File: src/rtl/inst_prefetch_if.sv
// inst_prefetch_if: AXI4 read address (AR) and read data (R) channels between the prefetcher and instruction memory.
//   master modport: drives AR* and RREADY, samples ARREADY and R*
//   slave modport:  drives ARREADY and R*, samples AR* and RREADY
interface inst_prefetch_if #(
    parameter int ID_W     = 1,
    parameter int ADDR_W   = 32,
    parameter int DATA_W   = 32,
    parameter int ARUSER_W = 1,
    parameter int RUSER_W  = 4
);
    logic [ID_W-1:0]     ARID;
    logic [ADDR_W-1:0]   ARADDR;
    logic [7:0]          ARLEN;
    logic [2:0]          ARSIZE;
    logic [1:0]          ARBURST;
    logic [1:0]          ARLOCK;
    logic [3:0]          ARCACHE;
    logic [2:0]          ARPROT;
    logic [3:0]          ARQOS;
    logic [ARUSER_W-1:0] ARUSER;
    logic                ARVALID;
    logic                ARREADY;
    logic [ID_W-1:0]     RID;
    logic [DATA_W-1:0]   RDATA;
    logic [1:0]          RRESP;
    logic                RLAST;
    logic [RUSER_W-1:0]  RUSER;
    logic                RVALID;
    logic                RREADY;

    modport master (
        output ARID, ARADDR, ARLEN, ARSIZE, ARBURST, ARLOCK, ARCACHE, ARPROT, ARQOS, ARUSER, ARVALID,
        input  ARREADY,
        input  RID, RDATA, RRESP, RLAST, RUSER, RVALID,
        output RREADY
    );

    modport slave (
        input  ARID, ARADDR, ARLEN, ARSIZE, ARBURST, ARLOCK, ARCACHE, ARPROT, ARQOS, ARUSER, ARVALID,
        output ARREADY,
        output RID, RDATA, RRESP, RLAST, RUSER, RVALID,
        input  RREADY
    );
endinterface

File: src/rtl/inst_prefetch.sv
// inst_prefetch: AXI4 instruction prefetcher issuing block-aligned INCR bursts into a first-word-fall-through FIFO.
//   CLK, RST (async, active-low)     clock and reset
//   EXEC                             run enable; no new burst while low
//   FLUSH, FLUSH_PC                  one-cycle redirect: clears the FIFO, discards in-flight beats
//   INST_VALID/INST_READY/INST/INST_PC  decode-side handshake with head word and its address
//   BUSY                             an AXI transaction is in progress
//   ERR                              sticky, set by any delivered beat with a non-OKAY response
//   M_AXI                            AXI4 read master (AR and R channels)
module inst_prefetch #(
    parameter int          C_M_AXI_THREAD_ID_WIDTH = 1,
    parameter int          C_M_AXI_ADDR_WIDTH      = 32,
    parameter int          C_M_AXI_DATA_WIDTH      = 32,
    parameter int          C_M_AXI_ARUSER_WIDTH    = 1,
    parameter int          C_M_AXI_RUSER_WIDTH     = 4,
    parameter int          C_BURST_LEN             = 4,
    parameter int          C_FIFO_DEPTH            = 8,
    parameter logic [31:0] C_RESET_PC              = 32'h0
) (
    input  logic        CLK,
    input  logic        RST,
    input  logic        EXEC,
    input  logic        FLUSH,
    input  logic [31:0] FLUSH_PC,
    output logic        INST_VALID,
    input  logic        INST_READY,
    output logic [31:0] INST,
    output logic [31:0] INST_PC,
    output logic        BUSY,
    output logic        ERR,
    inst_prefetch_if.master M_AXI
);
    localparam int AW = $clog2(C_FIFO_DEPTH);

    typedef enum logic [1:0] {IDLE, ADDR, DATA, DRAIN} state_t;

    state_t      state_q, state_d;
    logic [31:0] fetch_pc_q, fetch_pc_d, araddr_q, araddr_d, beat_pc_q, beat_pc_d;
    logic [7:0]  arlen_q, arlen_d;
    logic        flush_pend_q, flush_pend_d, err_q, err_d;
    logic [AW:0] count_q, count_d;
    logic [AW-1:0] wr_q, wr_d, rd_q, rd_d;
    logic [31:0] inst_mem [C_FIFO_DEPTH];
    logic [31:0] pc_mem [C_FIFO_DEPTH];
    logic [31:0] word_off, beats;
    logic        issue, beat, push, pop, unused_ok;

    // Bursts stop at the next block boundary, so a burst never straddles a block (or a 4 KB page)
    assign word_off = (fetch_pc_q >> 2) & 32'(C_BURST_LEN - 1);
    assign beats    = 32'(C_BURST_LEN) - word_off;
    // Space for the whole burst is reserved up front so RREADY never has to drop
    assign issue    = EXEC && !FLUSH && (32'(C_FIFO_DEPTH) - 32'(count_q) >= beats);
    assign beat     = M_AXI.RVALID && M_AXI.RREADY;
    assign push     = beat && state_q == DATA && !FLUSH;
    assign pop      = INST_VALID && INST_READY;

    assign INST_VALID = count_q != '0;
    assign INST       = INST_VALID ? inst_mem[rd_q] : '0;
    assign INST_PC    = INST_VALID ? pc_mem[rd_q] : '0;
    assign BUSY       = state_q != IDLE;
    assign ERR        = err_q;

    assign M_AXI.ARID    = '0;
    assign M_AXI.ARADDR  = araddr_q;
    assign M_AXI.ARLEN   = arlen_q;
    assign M_AXI.ARSIZE  = 3'b010;
    assign M_AXI.ARBURST = 2'b01;
    assign M_AXI.ARLOCK  = 2'b00;
    assign M_AXI.ARCACHE = 4'b0011;
    assign M_AXI.ARPROT  = 3'b000;
    assign M_AXI.ARQOS   = 4'b0000;
    assign M_AXI.ARUSER  = '0;
    assign M_AXI.ARVALID = state_q == ADDR;
    assign M_AXI.RREADY  = state_q == DATA || state_q == DRAIN;

    assign unused_ok = ^{M_AXI.RID, M_AXI.RUSER, FLUSH_PC[1:0]};

    always_comb begin
        state_d      = state_q;
        fetch_pc_d   = fetch_pc_q;
        araddr_d     = araddr_q;
        arlen_d      = arlen_q;
        flush_pend_d = flush_pend_q;
        beat_pc_d    = push ? beat_pc_q + 32'd4 : beat_pc_q;
        err_d        = err_q || (push && M_AXI.RRESP != 2'b00);
        wr_d         = wr_q + AW'(push);
        rd_d         = rd_q + AW'(pop);
        count_d      = count_q + (AW+1)'(push) - (AW+1)'(pop);
        case (state_q)
            IDLE: if (issue) begin
                state_d   = ADDR;
                araddr_d  = fetch_pc_q;
                arlen_d   = 8'(beats - 32'd1);
                beat_pc_d = fetch_pc_q;
            end
            // ARVALID cannot be withdrawn, so a flush here only marks the burst for draining
            ADDR: begin
                flush_pend_d = flush_pend_q || FLUSH;
                if (M_AXI.ARREADY) begin
                    state_d      = (flush_pend_q || FLUSH) ? DRAIN : DATA;
                    flush_pend_d = 1'b0;
                end
            end
            // A flush on the RLAST beat needs no drain: the burst is already complete
            DATA: if (beat && M_AXI.RLAST) begin
                state_d    = IDLE;
                fetch_pc_d = araddr_q + ((32'(arlen_q) + 32'd1) << 2);
            end else if (FLUSH) begin
                state_d = DRAIN;
            end
            DRAIN: state_d = (beat && M_AXI.RLAST) ? IDLE : DRAIN;
            default: state_d = IDLE;
        endcase
        if (FLUSH) begin
            fetch_pc_d = {FLUSH_PC[31:2], 2'b00};
            wr_d       = '0;
            rd_d       = '0;
            count_d    = '0;
        end
    end

    always_ff @(posedge CLK or negedge RST) begin
        if (!RST) begin
            state_q      <= IDLE;
            fetch_pc_q   <= {C_RESET_PC[31:2], 2'b00};
            araddr_q     <= '0;
            arlen_q      <= '0;
            beat_pc_q    <= '0;
            flush_pend_q <= 1'b0;
            err_q        <= 1'b0;
            count_q      <= '0;
            wr_q         <= '0;
            rd_q         <= '0;
        end else begin
            state_q      <= state_d;
            fetch_pc_q   <= fetch_pc_d;
            araddr_q     <= araddr_d;
            arlen_q      <= arlen_d;
            beat_pc_q    <= beat_pc_d;
            flush_pend_q <= flush_pend_d;
            err_q        <= err_d;
            count_q      <= count_d;
            wr_q         <= wr_d;
            rd_q         <= rd_d;
        end
    end

    always_ff @(posedge CLK) begin
        if (push) begin
            inst_mem[wr_q] <= M_AXI.RDATA;
            pc_mem[wr_q]   <= beat_pc_q;
        end
    end
endmodule

File: src/flat_wrapper.sv
// flat-port wrapper written by rule: the top's interface ports become plain ports
module inst_prefetch_flat 
#(
    parameter int          C_M_AXI_THREAD_ID_WIDTH = 1,
    parameter int          C_M_AXI_ADDR_WIDTH      = 32,
    parameter int          C_M_AXI_DATA_WIDTH      = 32,
    parameter int          C_M_AXI_ARUSER_WIDTH    = 1,
    parameter int          C_M_AXI_RUSER_WIDTH     = 4,
    parameter int          C_BURST_LEN             = 4,
    parameter int          C_FIFO_DEPTH            = 8,
    parameter logic [31:0] C_RESET_PC              = 32'h0
)
  (CLK, RST, EXEC, FLUSH, FLUSH_PC, INST_VALID, INST_READY, INST, INST_PC, BUSY, ERR, M_AXI_ARID, M_AXI_ARADDR, M_AXI_ARLEN, M_AXI_ARSIZE, M_AXI_ARBURST, M_AXI_ARLOCK, M_AXI_ARCACHE, M_AXI_ARPROT, M_AXI_ARQOS, M_AXI_ARUSER, M_AXI_ARVALID, M_AXI_ARREADY, M_AXI_RID, M_AXI_RDATA, M_AXI_RRESP, M_AXI_RLAST, M_AXI_RUSER, M_AXI_RVALID, M_AXI_RREADY);
  inst_prefetch_if M_AXI_i ();
  input  logic CLK;
  input  logic RST;
  input  logic EXEC;
  input  logic FLUSH;
  input  logic [31:0] FLUSH_PC;
  output logic INST_VALID;
  input  logic INST_READY;
  output logic [31:0] INST;
  output logic [31:0] INST_PC;
  output logic BUSY;
  output logic ERR;
  output wire logic [$bits(M_AXI_i.ARID)-1:0] M_AXI_ARID;
  output wire logic [$bits(M_AXI_i.ARADDR)-1:0] M_AXI_ARADDR;
  output wire logic [$bits(M_AXI_i.ARLEN)-1:0] M_AXI_ARLEN;
  output wire logic [$bits(M_AXI_i.ARSIZE)-1:0] M_AXI_ARSIZE;
  output wire logic [$bits(M_AXI_i.ARBURST)-1:0] M_AXI_ARBURST;
  output wire logic [$bits(M_AXI_i.ARLOCK)-1:0] M_AXI_ARLOCK;
  output wire logic [$bits(M_AXI_i.ARCACHE)-1:0] M_AXI_ARCACHE;
  output wire logic [$bits(M_AXI_i.ARPROT)-1:0] M_AXI_ARPROT;
  output wire logic [$bits(M_AXI_i.ARQOS)-1:0] M_AXI_ARQOS;
  output wire logic [$bits(M_AXI_i.ARUSER)-1:0] M_AXI_ARUSER;
  output wire logic [$bits(M_AXI_i.ARVALID)-1:0] M_AXI_ARVALID;
  input wire logic [$bits(M_AXI_i.ARREADY)-1:0] M_AXI_ARREADY;
  input wire logic [$bits(M_AXI_i.RID)-1:0] M_AXI_RID;
  input wire logic [$bits(M_AXI_i.RDATA)-1:0] M_AXI_RDATA;
  input wire logic [$bits(M_AXI_i.RRESP)-1:0] M_AXI_RRESP;
  input wire logic [$bits(M_AXI_i.RLAST)-1:0] M_AXI_RLAST;
  input wire logic [$bits(M_AXI_i.RUSER)-1:0] M_AXI_RUSER;
  input wire logic [$bits(M_AXI_i.RVALID)-1:0] M_AXI_RVALID;
  output wire logic [$bits(M_AXI_i.RREADY)-1:0] M_AXI_RREADY;
  assign M_AXI_ARID = M_AXI_i.ARID;
  assign M_AXI_ARADDR = M_AXI_i.ARADDR;
  assign M_AXI_ARLEN = M_AXI_i.ARLEN;
  assign M_AXI_ARSIZE = M_AXI_i.ARSIZE;
  assign M_AXI_ARBURST = M_AXI_i.ARBURST;
  assign M_AXI_ARLOCK = M_AXI_i.ARLOCK;
  assign M_AXI_ARCACHE = M_AXI_i.ARCACHE;
  assign M_AXI_ARPROT = M_AXI_i.ARPROT;
  assign M_AXI_ARQOS = M_AXI_i.ARQOS;
  assign M_AXI_ARUSER = M_AXI_i.ARUSER;
  assign M_AXI_ARVALID = M_AXI_i.ARVALID;
  assign M_AXI_i.ARREADY = M_AXI_ARREADY;
  assign M_AXI_i.RID = M_AXI_RID;
  assign M_AXI_i.RDATA = M_AXI_RDATA;
  assign M_AXI_i.RRESP = M_AXI_RRESP;
  assign M_AXI_i.RLAST = M_AXI_RLAST;
  assign M_AXI_i.RUSER = M_AXI_RUSER;
  assign M_AXI_i.RVALID = M_AXI_RVALID;
  assign M_AXI_RREADY = M_AXI_i.RREADY;
  inst_prefetch #(.C_M_AXI_THREAD_ID_WIDTH(C_M_AXI_THREAD_ID_WIDTH), .C_M_AXI_ADDR_WIDTH(C_M_AXI_ADDR_WIDTH), .C_M_AXI_DATA_WIDTH(C_M_AXI_DATA_WIDTH), .C_M_AXI_ARUSER_WIDTH(C_M_AXI_ARUSER_WIDTH), .C_M_AXI_RUSER_WIDTH(C_M_AXI_RUSER_WIDTH), .C_BURST_LEN(C_BURST_LEN), .C_FIFO_DEPTH(C_FIFO_DEPTH), .C_RESET_PC(C_RESET_PC)) u_core (.CLK(CLK), .RST(RST), .EXEC(EXEC), .FLUSH(FLUSH), .FLUSH_PC(FLUSH_PC), .INST_VALID(INST_VALID), .INST_READY(INST_READY), .INST(INST), .INST_PC(INST_PC), .BUSY(BUSY), .ERR(ERR), .M_AXI(M_AXI_i));
endmodule
File: config.mk
export PLATFORM = sky130hd
export DESIGN_NAME = inst_prefetch_flat
export DESIGN_NICKNAME = d
export VERILOG_FILES = /design/src/rtl/inst_prefetch_if.sv /design/src/rtl/inst_prefetch.sv /design/src/flat_wrapper.sv
export SDC_FILE = /design/constraint.sdc
export NUM_CORES = 1
export LEC_CHECK = 0
export BUFFER_PORTS_ARGS = -buffer_cell sky130_fd_sc_hd__clkbuf_2
export CORE_ASPECT_RATIO = 0.5
export CORE_MARGIN = 2
export CORE_UTILIZATION = 64
export DETAILED_ROUTE_END_ITERATION = 8
export PLACE_DENSITY_LB_ADDON = 0.3
export SLEW_MARGIN = 10
export SYNTH_ARGS = -nofsm -noshare
export SYNTH_HDL_FRONTEND = slang
export SYNTH_SLANG_ARGS = --single-unit
File: constraint.sdc
create_clock -name CLK -period 12.9 [get_ports CLK]
set_input_delay 1.29 -clock CLK [delete_from_list [all_inputs] [get_ports CLK]]
set_output_delay 1.29 -clock CLK [all_outputs]
set_load 0.01 [all_outputs]
# After elaboration in Yosys (flattened, before gate mapping)
# Memory sizes are Yosys's and may differ from the RTL's.
# Cells that the tools add are included.
[totals]
register_bits = 118
ram_bits = 512
in_bits = 79
out_inout_bits = 129
n_memories = 2
[mem_list]
columns = ["memory", "words", "word_bits", "rd", "rd_clocked_by_memory_dff", "write_ports", "line", "rtl"]
rows = [
  ["u_core.inst_mem", 8, 32, 1, 0, 1, "inst_prefetch.sv:42", "logic [31:0] inst_mem [C_FIFO_DEPTH];"],
  ["u_core.pc_mem", 8, 32, 1, 0, 1, "inst_prefetch.sv:43", "logic [31:0] pc_mem [C_FIFO_DEPTH];"],
]
[classes]
add_sub_neg = 10
magnitude_cmp = 1
n_eq_ne = 6
muxes = 21
n_reduce_logical = 21
[op_table]
columns = ["cell", "n"]
rows = [
  ["$mux W32", 8],
  ["$add A32 B3 Y32 const B", 1],
  ["$add A32 B32 Y32", 1],
  ["$ge A32 B32 Y1", 1],
  ["$mux W2", 5],
  ["$add A8 B1 Y9 const B", 1],
  ["$logic_and A1 B1 Y1", 8],
  ["$pmux W2 S4", 1],
  ["$reduce_bool A2 Y1", 4],
  ["$sub A8 B1 Y8 const B", 1],
  ["$add A3 B1 Y3", 2],
  ["$mux W3", 2],
  ["$sub A4 B4 Y5 const A", 1],
  ["$add A4 B1 Y4", 1],
  ["$eq A2 B2 Y1 const B", 2],
  ["$mux W1", 4],
  ["$mux W4", 1],
  ["$ne A2 B1 Y1 const B", 2],
  ["$reduce_and A2 Y1", 2],
  ["$reduce_bool A4 Y1", 1],
  ["$sub A3 B2 Y4 const A", 1],
  ["$sub A4 B1 Y4", 1],
  ["$logic_or A1 B1 Y1", 3],
  ["$ne A3 B3 Y1 const B", 1],
  ["other kinds (4)", 4],
]

# Longest topological paths before layout
# Gate-level depths: netlist (run 1).
[depth]
word_depth = 8
depth_mapped = 13
ltp_nobuf = 12

# Least setup slack after synthesis (run 1)
# OpenSTA, ideal clock, no wires.
[synth_timing]
kind = "input port to flip-flop"
startpoint = "in FLUSH"
endpoint = "mem u_core.inst_mem[0][0], enable pin"
setup_time_ns = 0.565
arrival_time_ns = 6.292
t_required_ns = 12.335
setup_slack_ns = 6.043
cell_stages = 4
cell_sequence = "and4bb_2 buf_2 nand2b_1 nor3_1"
[synth_between]
elab_chain_len = 4
[synth_lines]
columns = ["element", "line", "rtl"]
rows = [
  ["start, declared", "flat_wrapper.sv:18", "input logic FLUSH;"],
  ["$logic_not A1 Y1", "inst_prefetch.sv:53", "assign push = beat && state_q == DATA && !FLUSH;"],
  ["$logic_and A1 B1 Y1", "inst_prefetch.sv:53", ""],
  ["$mux W1", "inst_prefetch.sv:148", "if (push) begin"],
  ["$mux W1 (not written as such)", "inst_prefetch.sv:149", "inst_mem[wr_q] <= M_AXI.RDATA;"],
  ["end, declared", "inst_prefetch.sv:42", ""],
]
# No other way between the ends.

# Worst setup path after layout (run 1)
[layout_timing]
startpoint = "reg u_core.rd_q[0]"
endpoint = "out INST_PC[1]"
[layout_between]
elab_chain_len = 2
[layout_lines]
columns = ["element", "line", "rtl"]
rows = [
  ["start, declared", "inst_prefetch.sv:41", "logic [AW-1:0] wr_q, wr_d, rd_q, rd_d;"],
  ["start signal, assigned", "inst_prefetch.sv:143", "rd_q <= rd_d;"],
  ["$mem_v2 Z8 W32", "n/a", ""],
  ["$mux W32", "inst_prefetch.sv:58", "assign INST_PC = INST_VALID ? pc_mem[rd_q] : '0;"],
  ["end, declared", "flat_wrapper.sv:23", "output logic [31:0] INST_PC;"],
]
# No other way between the ends.

==> summary.md, run 1 <==
| Metric | Value |
|---|---|
| Outcome | `finished, final reports clean` |
| Worst R2R Setup Slack | `between 9 and 10 ns` |
| Met2 routed WL | `~29 mm` |
| Cell Area, Synth | `0.0258 mm2` |
| IO buf count | `180` |
| Max-slew headroom | `0.232` |
| DRC viols | `0` |
| Drt via density | `~6.3` |
| Post-Layout Cell Count | `between 2000 and 2500` |
| CTS sink count | `roughly 630` |
| Synth cell types | `60` |
| TritonCTS buffer count | `52` |
| Vias | `between 10000 and 15000` |
| Syn avg cell area | `~17 um2` |
| Wirelength per Cell | `25.4 um` |
| Largest net degree at the start of global routing | `79` |
| H-tree Lvls | `2` |
| Initial DRC count | `between 1500 and 2000` |
| Minimum clock period | `approximately 5.1 ns` |
| # Post-CTS Setup Buffers | `0` |
| Critical path's top delay family | `buffers and inverters` |
| Crit path from | `u_core.rd_q[0]` |
| Die ar. | `roughly 0.042 mm2` |
| R2R Path Start | `u_core.fetch_pc_q[2]` |
| Grt total ovfl | `0` |
| Placer Congestion | `roughly 0.89` |
| Utilization after layout | `0.734` |
| Root Buffer | `clkbuf_16` |
| Final HPWL DP | `30.5 mm` |
| Layout cells sized above 1 | `0.247` |
| Placed cell areas | `roughly 0.027 mm2` |
| Class of the worst hold path | `flop to flop` |
| Comb power frac | `0.243` |
| F_max | `about 190 MHz` |
| Worst path bufs/invs | `2` |
| Clock transition at path regs | `0.06 ns` |
| Drt total wl | `between 50 and 60 mm` |
| Clk_lat worst skew | `0.59 ns` |
| First-pass GRT wire length | `around 89 mm` |
| Peak supply drop | `roughly 0.00011 V` |
| Final period util | `0.399` |
| Crit-path max FO | `51` |
| Initial antenna violation count | `2` |
| Highest metal used | `met4` |
| WP data required | `11.61 ns` |
| Design area | `0.0288 mm2` |
| Hold-fix buffers, CTS | `0` |
| Post-placement cell count | `2181` |
| Worst Hold Path EP | `u_core.ERR` |
| Worst path max stage delay | `between 1 and 1.5 ns` |
| Reg power frac | `0.478` |
| Pre-antenna DRT Iters | `7` |
| Resized Gates After CTS | `0` |
| Tot GR Track Use | `0.284` |
| Final Max Tran Viols | `0` |
| Std cell rows | `51` |
| Die H | `146 um` |
| Met1 Wirelength | `~23 mm` |
| Post-Syn Instances | `between 1500 and 2000` |
| Syn-to-layout area delta | `11.7%` |
| Vias in the first global route | `between 10000 and 15000` |
| Worst r2r dst | `u_core.beat_pc_q[7]` |
| Data arrival time of the worst path | `a little under 4 ns` |
| Worst setup SP type | `flop` |
| Min-delay src | `u_core.ERR` |
| Predominant post-synthesis flop cell | `edfxtp_1` |
| Max-Cap Viols | `0` |
| Async SR Flop Fraction | `0.183` |
| Syn. warnings | `0` |
| Routed Antenna Nets | `0` |
| Clock Power Share | `0.279` |
| Die W | `~290 um` |
| CTS tree | `done` |
| Core outline area | `a little under 0.04 mm2` |
| Slowest-stage cell, CP | `dfrtp_4` |
| Number of synthesized flops with an enable pin | `512` |
| Internal Power | `between 0.003 and 0.004 W` |
| Multi-input logic area | `roughly 0.0071 mm2` |
| Worst Reg-to-Reg Cells | `9` |
| Critical path endpoint category | `output pin` |
| Clk_skew | `0.0119 ns` |
| Sw Ratio | `0.311` |
| Fill cell count | `roughly 2300` |
| Initial Utilization | `0.657` |
| Sum Neg Setup Slack | `0 ns` |
| Hold depth | `1` |
| CP Cell Sequence | `buf_4, mux4_2, mux2i_1, nor2_1, clkbuf_2` |
| # IOs | `about 210` |
| DR WL met3 | `between 4 and 5 mm` |
| RSZ-0062 raised after global routing | `false` |
| Sequential cell area fraction in the yosys report | `0.707` |
| FF+latch area | `0.0183 mm2` |
| P_sw | `0.00178 W` |
| Final nets | `1815` |
| Hold Violations, Final | `0` |
| FF+latch count, synth | `between 600 and 700` |
| Kind of critical path | `flop to output pin` |
| Worst-case clock buffer depth | `3` |
| Slew @ Worst Pin | `around 1.2 ns` |
| Hold Slack | `about 0.47 ns` |
| P_leak | `between 10 and 15 nW` |
| Endpoints failing setup | `0` |
| PD cells | `between 150 and 200 mW/mm2` |
==> flip-flops by register name, indices dropped and copies added, names as in the netlist <==
register,cells
u_core.beat_pc_q,32
u_core.count_q,4
u_core.flush_pend_q,1
u_core.pc_mem,256
u_core.state_q,2
u_core.rd_q,3
u_core.inst_mem,256
u_core.M_AXI.ARLEN,5
u_core.fetch_pc_q,32
u_core.ERR,1
u_core.M_AXI.ARADDR,32
u_core.wr_q,3
==> kinds of logic (layout without fill, tap and decap cells) <==
logic type / count (synthesis) / count (layout) / share of synthesized area
compound gates: 129 / 129 / 0.0297
xor+xnor: 61 / 61 / 0.0207
fa+ha+maj: 31 / 31 / 0.0156
buf+inv: 114 / 311 / 0.0219
flops: 627 / 627 / 0.707
mux: 201 / 201 / 0.140
other cells: 2 / 22 / 0.000291
simple gates: 368 / 368 / 0.0647
==> power by group through the flow <==
| stage | Clock (W) | Sequential (W) | Combinational, W |
|---|---|---|---|
| 2_1_floorplan | 0 | 0.00264 | 0.00101 |
| 3_3_place_gp | 0 | 0.00274 | 0.00134 |
| 3_5_place_dp | 0 | 0.00277 | 0.00138 |
| 4_1_cts | 0.00162 | 0.00273 | 0.00141 |
| 5_1_grt | 0.00169 | 0.00277 | 0.00153 |
| 6_report | 0.00160 | 0.00274 | 0.00139 |
==> Yosys cell counts, types with 2 or more instances <==
| master | n | area share |
|---|---|---|
| nand2_1 | 170 | 0.025 |
| nor2b_1 | 7 | 0.0017 |
| o221ai_1 | 5 | 0.0017 |
| o21ai_1 | 10 | 0.0019 |
| buf_4 | 24 | 0.0070 |
| or2_2 | 2 | 0.00048 |
| nor3_1 | 5 | 0.00097 |
| nand4_2 | 2 | 0.00097 |
| o211ai_1 | 3 | 0.00087 |
| mux2i_1 | 70 | 0.027 |
| nand3_1 | 15 | 0.0029 |
| a21o_1 | 5 | 0.0015 |
| ha_1 | 29 | 0.014 |
| and3_1 | 14 | 0.0034 |
| buf_2 | 24 | 0.0047 |
| nor2_1 | 104 | 0.015 |
| xnor2_1 | 21 | 0.0071 |
| a21oi_1 | 37 | 0.0072 |
| fa_1 | 2 | 0.0016 |
| inv_1 | 19 | 0.0028 |
| edfxtp_1 | 512 | 0.60 |
| nand4_1 | 13 | 0.0032 |
| buf_1 | 5 | 0.00073 |
| o21ai_0 | 49 | 0.0095 |
| and4bb_2 | 2 | 0.00097 |
| mux2_2 | 3 | 0.0013 |
| clkbuf_1 | 40 | 0.0058 |
| and2_1 | 6 | 0.0015 |
| a211oi_1 | 5 | 0.0015 |
| nor2_2 | 2 | 0.00048 |
| a21oi_2 | 2 | 0.00068 |
| a41oi_1 | 2 | 0.00068 |
| xor2_1 | 40 | 0.014 |
| conb_1 | 2 | 0.00029 |
| nand2b_1 | 6 | 0.0015 |
| nor3b_1 | 5 | 0.0015 |
| dfrtp_1 | 115 | 0.11 |
| or3_1 | 4 | 0.00097 |
| mux4_2 | 128 | 0.11 |
| nand3b_1 | 3 | 0.00087 |
| and4_1 | 2 | 0.00068 |
==> worst max path at each step <==
stage,slack (ns),cells past startpoint,end
floorplan,6.04,4,u_core.inst_mem[0][0]
global placement,8.38,6,u_core.inst_mem[0][12]
detailed placement,8.36,6,u_core.inst_mem[0][16]
CTS,7.67,5,INST_PC[1]
global route,7.46,5,INST_PC[1]
finish,7.76,5,INST_PC[1]
==> per-layer routing <==
metal / up-vias / global-route usage
li1: 6171 / -
met1: 7315 / 0.403
met2: 687 / 0.470
met3: 90 / 0.0436
met4: 0 / 0.0775
met5: - / 0
==> final cells by class <==
type | count | share of cell area
Clock inverter | 32 | 0.0107
Inverter | 19 | 0.00247
Antenna cell | 2 | 0.000174
Sequential cell | 627 | 0.633
Clock buffer | 65 | 0.0479
Multi-Input combinational cell | 810 | 0.247
Tap cell | 530 | 0.0230
Timing Repair Buffer | 195 | 0.0352
==> placed cells by master (no fill, tap or decap), types with 3 or more instances in the layout <==
master and n:
o21ai_0 49, clkinv_2 8, nand3_1 15, edfxtp_1 512, xnor2_1 21, mux2_2 3
and2_1 5, nand4_1 13, o211ai_1 3, nand3b_1 3, xor2_1 40, dfrtp_4 3
inv_1 19, clkinv_1 12, a21o_1 5, nor3b_1 5, nor2_1 98, mux4_2 128
conb_1 20, buf_4 16, ha_1 29, bufinv_16 6, a21oi_1 37, or3_1 4
nor3_1 3, o21ai_1 10, a211oi_1 5, clkbuf_1 11, clkbuf_16 53, nor3_2 3
nand2_1 170, clkbuf_2 179, nor2_4 6, nand2b_1 6, nor2b_1 7, mux2i_1 70
and3_1 13, dfrtp_1 112, o221ai_1 5
==> per-stage QoR <==
stage	worst slack, ns	power, W
after floorplan	6.04	0.00365
after global placement	8.38	0.00408
after detailed placement	8.36	0.00414
after CTS	7.67	0.00576
after global routing	7.46	0.00598
final	7.76	0.00572
==> worst reg2reg max path, cell delays in order (launching register included) <==
cell      delay (ns)
dfrtp_1         0.43
inv_1           0.09
ha_1            0.33
inv_1           0.05
ha_1            0.27
a21oi_1         0.07
o221ai_1        0.39
and3_2          1.06
nand2_1         0.35
o21ai_0         0.17
(Power assumes the default switching activity.)
==> inputs of run 2 (changes only) <==
CORE_UTILIZATION = 54   (was 64)
clock period = 4.2 ns   (was 12.9 ns; I/O delays follow)
==> summary.md, run 2 (synthesis results as in run 1) <==
| Metric | Value |
|---|---|
| Crit-path max FO | `36` |
| Core outline area | `0.0470 mm2` |
| Clock transition at path regs | `roughly 0.060 ns` |
| Sum Neg Setup Slack | `0 ns` |
| Die H | `between 150 and 200 um` |
| Endpoints failing setup | `0` |
| Worst setup SP type | `flop` |
| Final HPWL DP | `32.8 mm` |
| Tot GR Track Use | `0.223` |
| Die ar. | `0.0497 mm2` |
| Internal Power | `0.0124 W` |
| Syn-to-layout area delta | `13.6%` |
| Placer Congestion | `approximately 0.85` |
| Comb power frac | `0.243` |
| Vias in the first global route | `about 14000` |
| Max-Cap Viols | `0` |
| Slew @ Worst Pin | `about 1.1 ns` |
| H-tree Lvls | `2` |
| F_max | `between 200 and 300 MHz` |
| Clk_skew | `about 0.02 ns` |
| CTS sink count | `approximately 630` |
| P_leak | `between 10 and 15 nW` |
| Resized Gates After CTS | `0` |
| Drt total wl | `approximately 55 mm` |
| # IOs | `approximately 210` |
| TritonCTS buffer count | `between 50 and 60` |
| PD cells | `~610 mW/mm2` |
| P_sw | `between 0.005 and 0.006 W` |
| Vias | `approximately 14000` |
| Largest net degree at the start of global routing | `around 80` |
| Initial antenna violation count | `0` |
| # diodes | `0` |
| Initial DRC count | `between 1000 and 1500` |
| CTS tree | `done` |
| Pre-CTS setup slack | `around 1.1 ns` |
| Final nets | `approximately 1800` |
| WP data required | `between 3 and 4 ns` |
| Fill cell count | `about 3300` |
| First-pass GRT wire length | `83.5 mm` |
| IO buf count | `180` |
| Grt total ovfl | `0` |
| Hold Violations, Final | `0` |
| Most common cell after layout, fill and taps aside | `edfxtp_1` |
| Std cell rows | `56` |
| Root Buffer | `clkbuf_16` |
| Max-slew headroom | `0.262` |
| Layout cells sized above 1 | `0.258` |
| Worst-case clock buffer depth | `3` |
| Sw Ratio | `0.305` |
| # Post-CTS Setup Buffers | `0` |
| RSZ-0062 raised after global routing | `false` |
| Critical path endpoint category | `output pin` |
| Peak supply drop | `between 0.0004 and 0.0005 V` |
| Minimum clock period | `between 3 and 4 ns` |
| Final period util | `0.807` |
| Final WS setup | `0.809 ns` |
| Routed Antenna Nets | `0` |
| DRC viols | `0` |
| Data arrival time of the worst path | `around 3.0 ns` |
| Clk_lat worst skew | `~0.6 ns` |
| Most frequent cells in the layout | `edfxtp_1, clkbuf_2, nand2_1, mux4_2, dfrtp_1` |
| Final Max Tran Viols | `0` |
| Class of the worst hold path | `input port to flop` |
| Die W | `around 310 um` |
| Clock Power Share | `0.285` |
| Biggest regs | `u_core.inst_mem: 256 flops, u_core.pc_mem: 256 flops` |
| Outcome | `finished, final reports clean` |
| Kind of critical path | `flop to output pin` |
| Reg power frac | `0.473` |
| Wirelength per Cell | `approximately 23 um` |
| Initial Utilization | `0.549` |
| Pre-antenna DRT Iters | `5` |
| Drt via density | `between 5 and 6` |
[run 2: cell count changes in the layout (fill, tap and decap cells not counted), moves of 2 or more]
| cell | previous run | this run |
|---|---|---|
| buf_4 | 16 | 26 |
| buf_12 | 0 | 9 |
| clkinv_1 | 12 | 8 |
| clkbuf_1 | 11 | 8 |
| clkbuf_16 | 53 | 55 |
| clkbuf_8 | 1 | 3 |
| diode_2 | 2 | 0 |
| nor3_2 | 3 | 1 |
| nor3_4 | 0 | 2 |
[run 2: layer usage]
layer  track usage  routed length (um)  up-vias
li1              -                   -     6201
met1         0.314               24000     7298
met2         0.373               27100      445
met3        0.0399                3370       63
met4        0.0435                 777        0
met5             0                   0        -
[run 2: critical path: stages (launching register included)]
cell,delay [ns]
dfrtp_4,0.95
buf_4,0.43
mux4_2,0.56
mux2i_1,0.19
nor2_1,0.06
clkbuf_2,0.15
[run 2: worst paths after layout]
| path | start | to | slack, ns | cells past startpoint |
|---|---|---|---|---|
| setup / recovery | u_core.rd_q[0] | INST_PC[8] | 0.81 | 5 |
| setup reg to reg | u_core.fetch_pc_q[2] | u_core.M_AXI.ARADDR[23] | 1.17 | 10 |
| max in group asynchronous | RST | u_core.beat_pc_q[5] | 2.86 | 3 |
| hold / removal | FLUSH_PC[2] | u_core.fetch_pc_q[2] | 0.04 | 3 |
| hold reg to reg | u_core.ERR | u_core.ERR | 0.47 | 1 |
| min in group asynchronous | RST | u_core.M_AXI.ARADDR[14] | 0.40 | 2 |
[run 2: repair_timing]
action,CTS,global route
hold buffers,1,0
endpoints found under the setup margin,0,0
endpoints found under the hold margin,44,0
[run 2: final cells by class]
type	instances	area (um2)	area share
sequential	627	18300	0.623
inverter	19	71.3	0.00243
timing repair buffer	215	1280	0.0437
tap	638	798	0.0272
multi-input combinational	810	7140	0.243
clock inverter	30	337	0.0115
clock buffer	66	1450	0.0493
[run 2: per-stage QoR]
stage               instance area [um2]  hold WS, ns  cells  power [W]  utilization
global route                      29300       0.0511   2405     0.0186        0.624
detailed placement                27500        0.454   2308     0.0129        0.586
finish                            29300       0.0439   2405     0.0178        0.624
CTS                               29300       0.0181   2405     0.0179        0.624
floorplan                         25900        0.124   1551     0.0112            -
global placement                  27500        0.448   2308     0.0127        0.586
[run 2: power groups by stage]
stage / clock [W] / combinational [W] / sequential (W)
final: 0.00506 / 0.00431 / 0.00840
after global routing: 0.00535 / 0.00477 / 0.00850
after CTS: 0.00513 / 0.00439 / 0.00838
after detailed placement: 0 / 0.00436 / 0.00850
after global placement: 0 / 0.00428 / 0.00841
after floorplan: 0 / 0.00310 / 0.00809
